`config.mk`:
```
export PLATFORM = sky130hd
export DESIGN_NAME = dom_and_sched_flat
export DESIGN_NICKNAME = d
export VERILOG_FILES = /design/src/rtl/dom_sched_pkg.sv /design/src/rtl/dom_and_sched_if.sv /design/src/rtl/dom_sched_res_fifo.sv /design/src/rtl/dom_and_sched.sv /design/src/flat_wrapper.sv
export SDC_FILE = /design/constraint.sdc
export NUM_CORES = 1
export LEC_CHECK = 0
export ABC_AREA = 1
export BUFFER_PORTS_ARGS = -buffer_cell sky130_fd_sc_hd__buf_2
export CAP_MARGIN = 20
export CORE_ASPECT_RATIO = 1.1
export CORE_MARGIN = 2
export CORE_UTILIZATION = 49
export CTS_BUF_LIST = sky130_fd_sc_hd__clkbuf_4 sky130_fd_sc_hd__clkbuf_8
export DETAILED_ROUTE_END_ITERATION = 16
export PLACE_DENSITY_LB_ADDON = 0.25
export SKIP_LAST_GASP = 1
export SLEW_MARGIN = 30
export SYNTH_ARGS = -nofsm -noshare
export SYNTH_HDL_FRONTEND = slang
export SYNTH_SLANG_ARGS = --single-unit
export TNS_END_PERCENT = 100
```
`constraint.sdc`:
```
create_clock -name clock_0 -period 1.7 [get_ports clock_0]
set_clock_uncertainty 0.05 [all_clocks]
set_input_delay 0 -clock clock_0 [delete_from_list [all_inputs] [get_ports clock_0]]
set_output_delay 0 -clock clock_0 [all_outputs]
set_load 0.01 [all_outputs]
```
`src/rtl/dom_sched_pkg.sv`:
```
// Shared types and sizing for the DOM AND gadget sequencer.
package dom_sched_pkg;

  localparam int unsigned SHARES = 5;

  // One fresh random bit per unordered share pair.
  function automatic int unsigned rand_bits(input int unsigned shares);
    return shares * (shares - 1) / 2;
  endfunction

  localparam int unsigned RAND_BITS  = rand_bits(SHARES);
  localparam int unsigned FIFO_DEPTH = 2;
  localparam int unsigned CNT_W_DEF  = 16;

  typedef logic [SHARES-1:0]    share_t;
  typedef logic [RAND_BITS-1:0] rand_t;
  typedef logic                 req_id_t;

  typedef struct packed {
    req_id_t id;
    share_t  data;
  } res_entry_t;

endpackage

```
`src/rtl/dom_and_sched_if.sv`:
```
// Requester, randomness, gadget and result signals of the DOM AND sequencer.
interface dom_and_sched_if #(
  parameter int unsigned CNT_W = 16
);
  import dom_sched_pkg::*;

  logic             req0_valid;
  logic             req0_ready;
  share_t           req0_a;
  share_t           req0_b;
  logic             req1_valid;
  logic             req1_ready;
  share_t           req1_a;
  share_t           req1_b;
  logic             rnd_valid;
  logic             rnd_ready;
  rand_t            rnd_data;
  share_t           g_a;
  share_t           g_b;
  rand_t            g_rand;
  share_t           g_o;
  logic             res_valid;
  logic             res_ready;
  share_t           res_data;
  req_id_t          res_id;
  logic [CNT_W-1:0] rnd_used;

  // Environment side: requesters, RNG, gadget and result consumer.
  modport master (
    output req0_valid, req0_a, req0_b,
    output req1_valid, req1_a, req1_b,
    output rnd_valid, rnd_data,
    output g_o,
    output res_ready,
    input  req0_ready, req1_ready, rnd_ready,
    input  g_a, g_b, g_rand,
    input  res_valid, res_data, res_id, rnd_used
  );

  // Sequencer side.
  modport slave (
    input  req0_valid, req0_a, req0_b,
    input  req1_valid, req1_a, req1_b,
    input  rnd_valid, rnd_data,
    input  g_o,
    input  res_ready,
    output req0_ready, req1_ready, rnd_ready,
    output g_a, g_b, g_rand,
    output res_valid, res_data, res_id, rnd_used
  );

endinterface

```
`src/rtl/dom_sched_res_fifo.sv`:
```
// Two-entry in-order buffer for gadget results tagged with requester ID.
module dom_sched_res_fifo
  import dom_sched_pkg::*;
(
  input  logic       clk,
  input  logic       rst_n,
  input  logic       push,
  input  res_entry_t push_data,
  input  logic       pop,
  output res_entry_t head,
  output logic [1:0] count
);

  res_entry_t mem [FIFO_DEPTH];
  logic       wr_ptr_q;
  logic       rd_ptr_q;
  logic [1:0] cnt_q;

  always_ff @(posedge clk or negedge rst_n) begin
    if (!rst_n) begin
      for (int i = 0; i < int'(FIFO_DEPTH); i++) begin
        mem[i] <= '0;
      end
      wr_ptr_q <= 1'b0;
      rd_ptr_q <= 1'b0;
      cnt_q    <= 2'd0;
    end else begin
      if (push) begin
        mem[wr_ptr_q] <= push_data;
        wr_ptr_q      <= ~wr_ptr_q;
      end
      if (pop) begin
        rd_ptr_q <= ~rd_ptr_q;
      end
      cnt_q <= cnt_q + 2'(push) - 2'(pop);
    end
  end

  // Empty buffer presents zeros rather than stale data.
  assign head  = (cnt_q != 2'd0) ? mem[rd_ptr_q] : '0;
  assign count = cnt_q;

endmodule

```
`src/rtl/dom_and_sched.sv`:
```
// Round-robin sequencer feeding one shared DOM AND gadget with fresh randomness.
module dom_and_sched
  import dom_sched_pkg::*;
#(
  parameter int unsigned CNT_W = CNT_W_DEF
) (
  input logic            clock_0,
  input logic            reset_0,
  dom_and_sched_if.slave bus
);

  logic             inflight_q;
  req_id_t          inflight_id_q;
  req_id_t          last_grant_q;
  logic [CNT_W-1:0] cnt_q;

  logic             slot_free_c;
  logic             issue_c;
  req_id_t          grant_c;
  logic             pop_c;
  logic [1:0]       fifo_count;
  res_entry_t       fifo_head;
  res_entry_t       fifo_push_data;

  // A pop in the same cycle frees the slot the new result will need.
  assign pop_c       = bus.res_valid & bus.res_ready;
  assign slot_free_c = ((fifo_count + 2'(inflight_q)) < 2'd2) | pop_c;

  always_comb begin
    grant_c = req_id_t'(bus.req1_valid);
    if (bus.req0_valid && bus.req1_valid) begin
      grant_c = ~last_grant_q;
    end
    issue_c = (bus.req0_valid | bus.req1_valid) & bus.rnd_valid & slot_free_c & reset_0;
  end

  // Gadget operands are zeroed whenever nothing issues.
  always_comb begin
    bus.req0_ready = 1'b0;
    bus.req1_ready = 1'b0;
    bus.rnd_ready  = 1'b0;
    bus.g_a        = '0;
    bus.g_b        = '0;
    bus.g_rand     = '0;
    if (issue_c) begin
      bus.rnd_ready = 1'b1;
      bus.g_rand    = bus.rnd_data;
      if (grant_c) begin
        bus.req1_ready = 1'b1;
        bus.g_a        = bus.req1_a;
        bus.g_b        = bus.req1_b;
      end else begin
        bus.req0_ready = 1'b1;
        bus.g_a        = bus.req0_a;
        bus.g_b        = bus.req0_b;
      end
    end
  end

  always_ff @(posedge clock_0 or negedge reset_0) begin
    if (!reset_0) begin
      inflight_q    <= 1'b0;
      inflight_id_q <= 1'b0;
      last_grant_q  <= 1'b1;
      cnt_q         <= '0;
    end else begin
      inflight_q <= issue_c;
      if (issue_c) begin
        inflight_id_q <= grant_c;
        last_grant_q  <= grant_c;
        if (cnt_q != '1) begin
          cnt_q <= cnt_q + CNT_W'(1);
        end
      end
    end
  end

  assign fifo_push_data = '{id: inflight_id_q, data: bus.g_o};

  dom_sched_res_fifo u_res_fifo (
    .clk       (clock_0),
    .rst_n     (reset_0),
    .push      (inflight_q),
    .push_data (fifo_push_data),
    .pop       (pop_c),
    .head      (fifo_head),
    .count     (fifo_count)
  );

  assign bus.res_valid = (fifo_count != 2'd0);
  assign bus.res_data  = fifo_head.data;
  assign bus.res_id    = fifo_head.id;
  assign bus.rnd_used  = cnt_q;

endmodule

```
`src/flat_wrapper.sv`:
```
// flat-port wrapper written by rule: the top's interface ports become plain ports
module dom_and_sched_flat import dom_sched_pkg::*;
#(
  parameter int unsigned CNT_W = CNT_W_DEF
)
  (clock_0, reset_0, bus_req0_valid, bus_req0_a, bus_req0_b, bus_req1_valid, bus_req1_a, bus_req1_b, bus_rnd_valid, bus_rnd_data, bus_g_o, bus_res_ready, bus_req0_ready, bus_req1_ready, bus_rnd_ready, bus_g_a, bus_g_b, bus_g_rand, bus_res_valid, bus_res_data, bus_res_id, bus_rnd_used);
  dom_and_sched_if #(.CNT_W(CNT_W)) bus_i ();
  input logic clock_0;
  input logic reset_0;
  input wire logic [$bits(bus_i.req0_valid)-1:0] bus_req0_valid;
  input wire logic [$bits(bus_i.req0_a)-1:0] bus_req0_a;
  input wire logic [$bits(bus_i.req0_b)-1:0] bus_req0_b;
  input wire logic [$bits(bus_i.req1_valid)-1:0] bus_req1_valid;
  input wire logic [$bits(bus_i.req1_a)-1:0] bus_req1_a;
  input wire logic [$bits(bus_i.req1_b)-1:0] bus_req1_b;
  input wire logic [$bits(bus_i.rnd_valid)-1:0] bus_rnd_valid;
  input wire logic [$bits(bus_i.rnd_data)-1:0] bus_rnd_data;
  input wire logic [$bits(bus_i.g_o)-1:0] bus_g_o;
  input wire logic [$bits(bus_i.res_ready)-1:0] bus_res_ready;
  output wire logic [$bits(bus_i.req0_ready)-1:0] bus_req0_ready;
  output wire logic [$bits(bus_i.req1_ready)-1:0] bus_req1_ready;
  output wire logic [$bits(bus_i.rnd_ready)-1:0] bus_rnd_ready;
  output wire logic [$bits(bus_i.g_a)-1:0] bus_g_a;
  output wire logic [$bits(bus_i.g_b)-1:0] bus_g_b;
  output wire logic [$bits(bus_i.g_rand)-1:0] bus_g_rand;
  output wire logic [$bits(bus_i.res_valid)-1:0] bus_res_valid;
  output wire logic [$bits(bus_i.res_data)-1:0] bus_res_data;
  output wire logic [$bits(bus_i.res_id)-1:0] bus_res_id;
  output wire logic [$bits(bus_i.rnd_used)-1:0] bus_rnd_used;
  assign bus_i.req0_valid = bus_req0_valid;
  assign bus_i.req0_a = bus_req0_a;
  assign bus_i.req0_b = bus_req0_b;
  assign bus_i.req1_valid = bus_req1_valid;
  assign bus_i.req1_a = bus_req1_a;
  assign bus_i.req1_b = bus_req1_b;
  assign bus_i.rnd_valid = bus_rnd_valid;
  assign bus_i.rnd_data = bus_rnd_data;
  assign bus_i.g_o = bus_g_o;
  assign bus_i.res_ready = bus_res_ready;
  assign bus_req0_ready = bus_i.req0_ready;
  assign bus_req1_ready = bus_i.req1_ready;
  assign bus_rnd_ready = bus_i.rnd_ready;
  assign bus_g_a = bus_i.g_a;
  assign bus_g_b = bus_i.g_b;
  assign bus_g_rand = bus_i.g_rand;
  assign bus_res_valid = bus_i.res_valid;
  assign bus_res_data = bus_i.res_data;
  assign bus_res_id = bus_i.res_id;
  assign bus_rnd_used = bus_i.rnd_used;
  dom_and_sched #(.CNT_W(CNT_W)) u_core (.clock_0(clock_0), .reset_0(reset_0), .bus(bus_i));
endmodule
```
==> results.py <==
metrics = {
    "floorplanning": {
        "core_area_um2": 3994,
        "pin_count": 87,
        "die_w_um": 65.82,
        "die_h_um": 72.00,
        "die_area_um2": 4738,
        "start_util": 0.5157,
        "row_count": 24,
    },
    "logic_synthesis": {
        "yosysUniqueCellTypes": 22,
        "synthesis.nets": 343,
        "syn_area_um2": 2059,
        "ys_seq_area_frac": 0.4259,
        "syn_avg_cell_area_um2": 6.888,
        "ys_seq_elements": 35,
        "ys_warn_count": 0,
        "syn_inst": 299,
    },
    "critical_path": {
        "cp-startpoint": "u_core.u_res_fifo.count[0]$_DFF_PN0_",
        "cp_top_family": "simple AND/OR/NAND/NOR gates",
        "crit_path_cell_trace": "ha_2, xor2_2, nand2_2, nand2_8, nor2_4, nand2_1, nand2_1, buf_2",
        "regToRegStartpoint": "u_core.u_res_fifo.count[0]$_DFF_PN0_",
        "startpoint_type": "flop",
        "cp_common_cell": "nand2_1",
        "r2r_slack_ns": 0.08,
        "cp.buffers_inverters": 1,
        "cp.arrival_ns": 1.67,
        "worstPathRequired_ns": 1.65,
        "ff2ff_path_depth": 8,
        "path_class": "reg2out",
        "r2r_end": "u_core.bus.rnd_used[3]$_DFFE_PN0P_",
        "endpoint_kind": "primary output",
        "slowest_stage": "dfrtp_1",
        "path_max_fanout": 7,
        "max_stage_delay_ns": 0.39,
    },
    "routing": {
        "ant_nets": 0,
        "vias": 2140,
        "met2_length_um": 2596,
        "dr.pass1.iters": 4,
        "drc": 0,
        "drt-met1-wl_um": 2198,
        "routed_wl_um": 5012,
        "top_layer": "met4",
        "met3WireLength_um": 160,
        "drtIter0Drc": 97,
        "viasPerCell": 4.632,
        "wire_per_inst_um": 10.85,
    },
    "final_layout": {
        "nFillCells": 302,
        "fin_cells": 462,
        "drive_above_1_share": 0.3146,
        "layout_commonest_cell": "nand2_1",
        "nets": 453,
        "layout_common_cells": "nand2_1, buf_2, dfrtp_1",
        "syn2layout_area_growth_pct": 40.70,
        "antenna_cells": 0,
        "fin_util": 0.7256,
    },
    "placed_design": {
        "numPlacedInstances": 441,
        "io_buffer_count": 86,
        "hpwl_um": 3493,
        "gp_congestion": 0.7882,
    },
    "clocking": {
        "clk_latency_ns": 0.29,
        "root_buffer": "clkbuf_8",
        "cts_sinks": 35,
        "htree_levels": 2,
        "cts_tree": "yes",
        "numCtsBuffers": 5,
        "clkTransAtPathRegs_ns": 0.07,
        "clockBufferDepth": 2,
    },
    "outcome": {
        "violations": "setup timing",
        "status": "finished with violations",
    },
    "timing": {
        "period_needed_ns": 1.723,
        "rsz0062_at_grt": "true",
        "timing.slew.headroom": 0.7159,
        "period_share": 1.013,
        "postLayoutSetupSlackWorst_ns": -0.02256,
        "maxSlewViolCount": 0,
        "fmax_mhz": 580.5,
        "hold_violations": 0,
        "setup_violations": 10,
        "finalSetupTns_ns": -0.1203,
        "worst_pin_slew_ns": 0.4261,
    },
    "flow_run": {
        "maxCapViolCount": 0,
    },
    "global_route": {
        "grt_pass1_vias": 1904,
        "track_usage": 0.2148,
        "antenna_found_initial": 0,
        "grt_start_max_net_pins": 36,
        "grt.overflow.total": 0,
        "grt_pass1_wl_um": 8183,
    },
    "worst_hold_path": {
        "hold_class": "in2reg",
        "holdPathStages": 5,
        "hold_end": "u_core.inflight_q$_DFF_PN0_",
        "min-delay-start": "bus_rnd_valid",
    },
    "power_and_ir_drop": {
        "p_per_area_nw_per_um2": 1223,
        "leakagePower_nw": 1.680,
        "power_w": 0.003544,
        "ir_drop_mv": 1.014,
    },
}
-- Yosys cell counts --
master	count	area (um^2)
clkbuf_1	2	7.510
nand4_1	4	25.02
a21oi_1	7	35.03
nand2_4	2	22.52
inv_2	3	11.26
buf_4	2	15.01
buf_2	1	5.000
nand2_1	137	514.2
nor2_4	2	22.52
dfstp_2	1	26.28
nor2_2	3	18.77
ha_1	3	37.54
xnor2_1	2	17.52
nor2_1	29	108.9
dfrtp_1	34	850.8
or2_2	1	6.260
o21ai_0	17	85.08
nand3b_1	1	7.510
buf_6	2	22.52
xor2_1	8	70.07
nand3_1	6	30.03
inv_1	32	120.1
-- cell type report --
type                       count  area [um^2]  area share
sequential                    35        877.1      0.3027
inverter                      35        131.4     0.04534
timing repair buffer         108        625.6      0.2159
tap                           52        65.06     0.02245
clock buffer                   6        76.32     0.02634
multi-input combinational    224         1062      0.3666
clock inverter                 2        60.06     0.02073
-- report_power, final --
part | switching, W | internal [W] | leakage, nW
Clock | 0.000311 | 0.000602 | 0.0688
Sequential | 0.000202 | 0.00111 | 0.447
Combinational | 0.000736 | 0.000579 | 1.16
Total | 0.00125 | 0.00229 | 1.68
-- state kept, by name (all words and copies together) (netlist names) --
name	count
u_core.inflight_q	1
u_core.u_res_fifo.wr_ptr_q	1
u_core.last_grant_q	1
u_core.bus.rnd_used	16
u_core.u_res_fifo.rd_ptr_q	1
u_core.u_res_fifo.count	2
u_core.u_res_fifo.mem	12
u_core.inflight_id_q	1
-- logic make-up (layout without fill, tap and decap cells) --
| family | after synthesis | count (layout) | share of synthesized area |
|---|---|---|---|
| AO/OA/AOI/OAI | 24 | 24 | 0.05832 |
| buffers and inverters | 42 | 151 | 0.08809 |
| XOR/XNOR | 10 | 10 | 0.04253 |
| adder cells (fa/ha/maj) | 3 | 3 | 0.01823 |
| AND/OR/NAND/NOR | 185 | 187 | 0.3669 |
| flip-flops | 35 | 35 | 0.4259 |
-- worst max-delay path by stage --
stage | endpoint | cells after the start
6_report | bus_g_b[2] | 8
5_1_grt | bus_g_b[2] | 8
4_1_cts | bus_g_b[4] | 8
3_5_place_dp | bus_g_b[4] | 8
3_3_place_gp | bus_g_b[4] | 8
2_1_floorplan | u_core.bus.rnd_used[7]$_DFFE_PN0P_ | 9
-- metrics by stage --
stage / worst slack (ns) / hold WS [ns] / instance area, um^2
6_report: -0.02256 / 0.1539 / 2898
3_5_place_dp: -0.09323 / 0.06542 / 2600
5_1_grt: -0.1493 / 0.1697 / 2898
2_1_floorplan: 0.1319 / -0.3456 / 2059
4_1_cts: -0.08021 / 0.006601 / 2872
3_3_place_gp: 0.005814 / 0.07282 / 2600
-- routing by layer --
metal / track usage / up-vias
met4: 0.05787 / 0
met1: 0.2743 / 969
li1: - / 1124
met2: 0.3771 / 41
met3: 0.03411 / 6
met5: 0 / -
-- worst register-to-register path: cells and delay by family, from the launching register on --
kind	cells	cell delay, ns
adders and majority gates	1	0.20
AOI/OAI and AO/OA	1	0.08
xor gates and xnor gates	1	0.15
buffers and inverters	2	0.32
DFF	1	0.39
and+or+nand+nor	3	0.31
-- what timing repair did --
item,4_1_cts,5_1_grt
endpoints found under the setup margin,22,39
cloned,2,0
hold endpoints to repair,44,1
setup buffers,4,0
pin swaps,13,14
resized for setup,7,4
hold buffers,6,1
(Power assumes the default switching activity.)
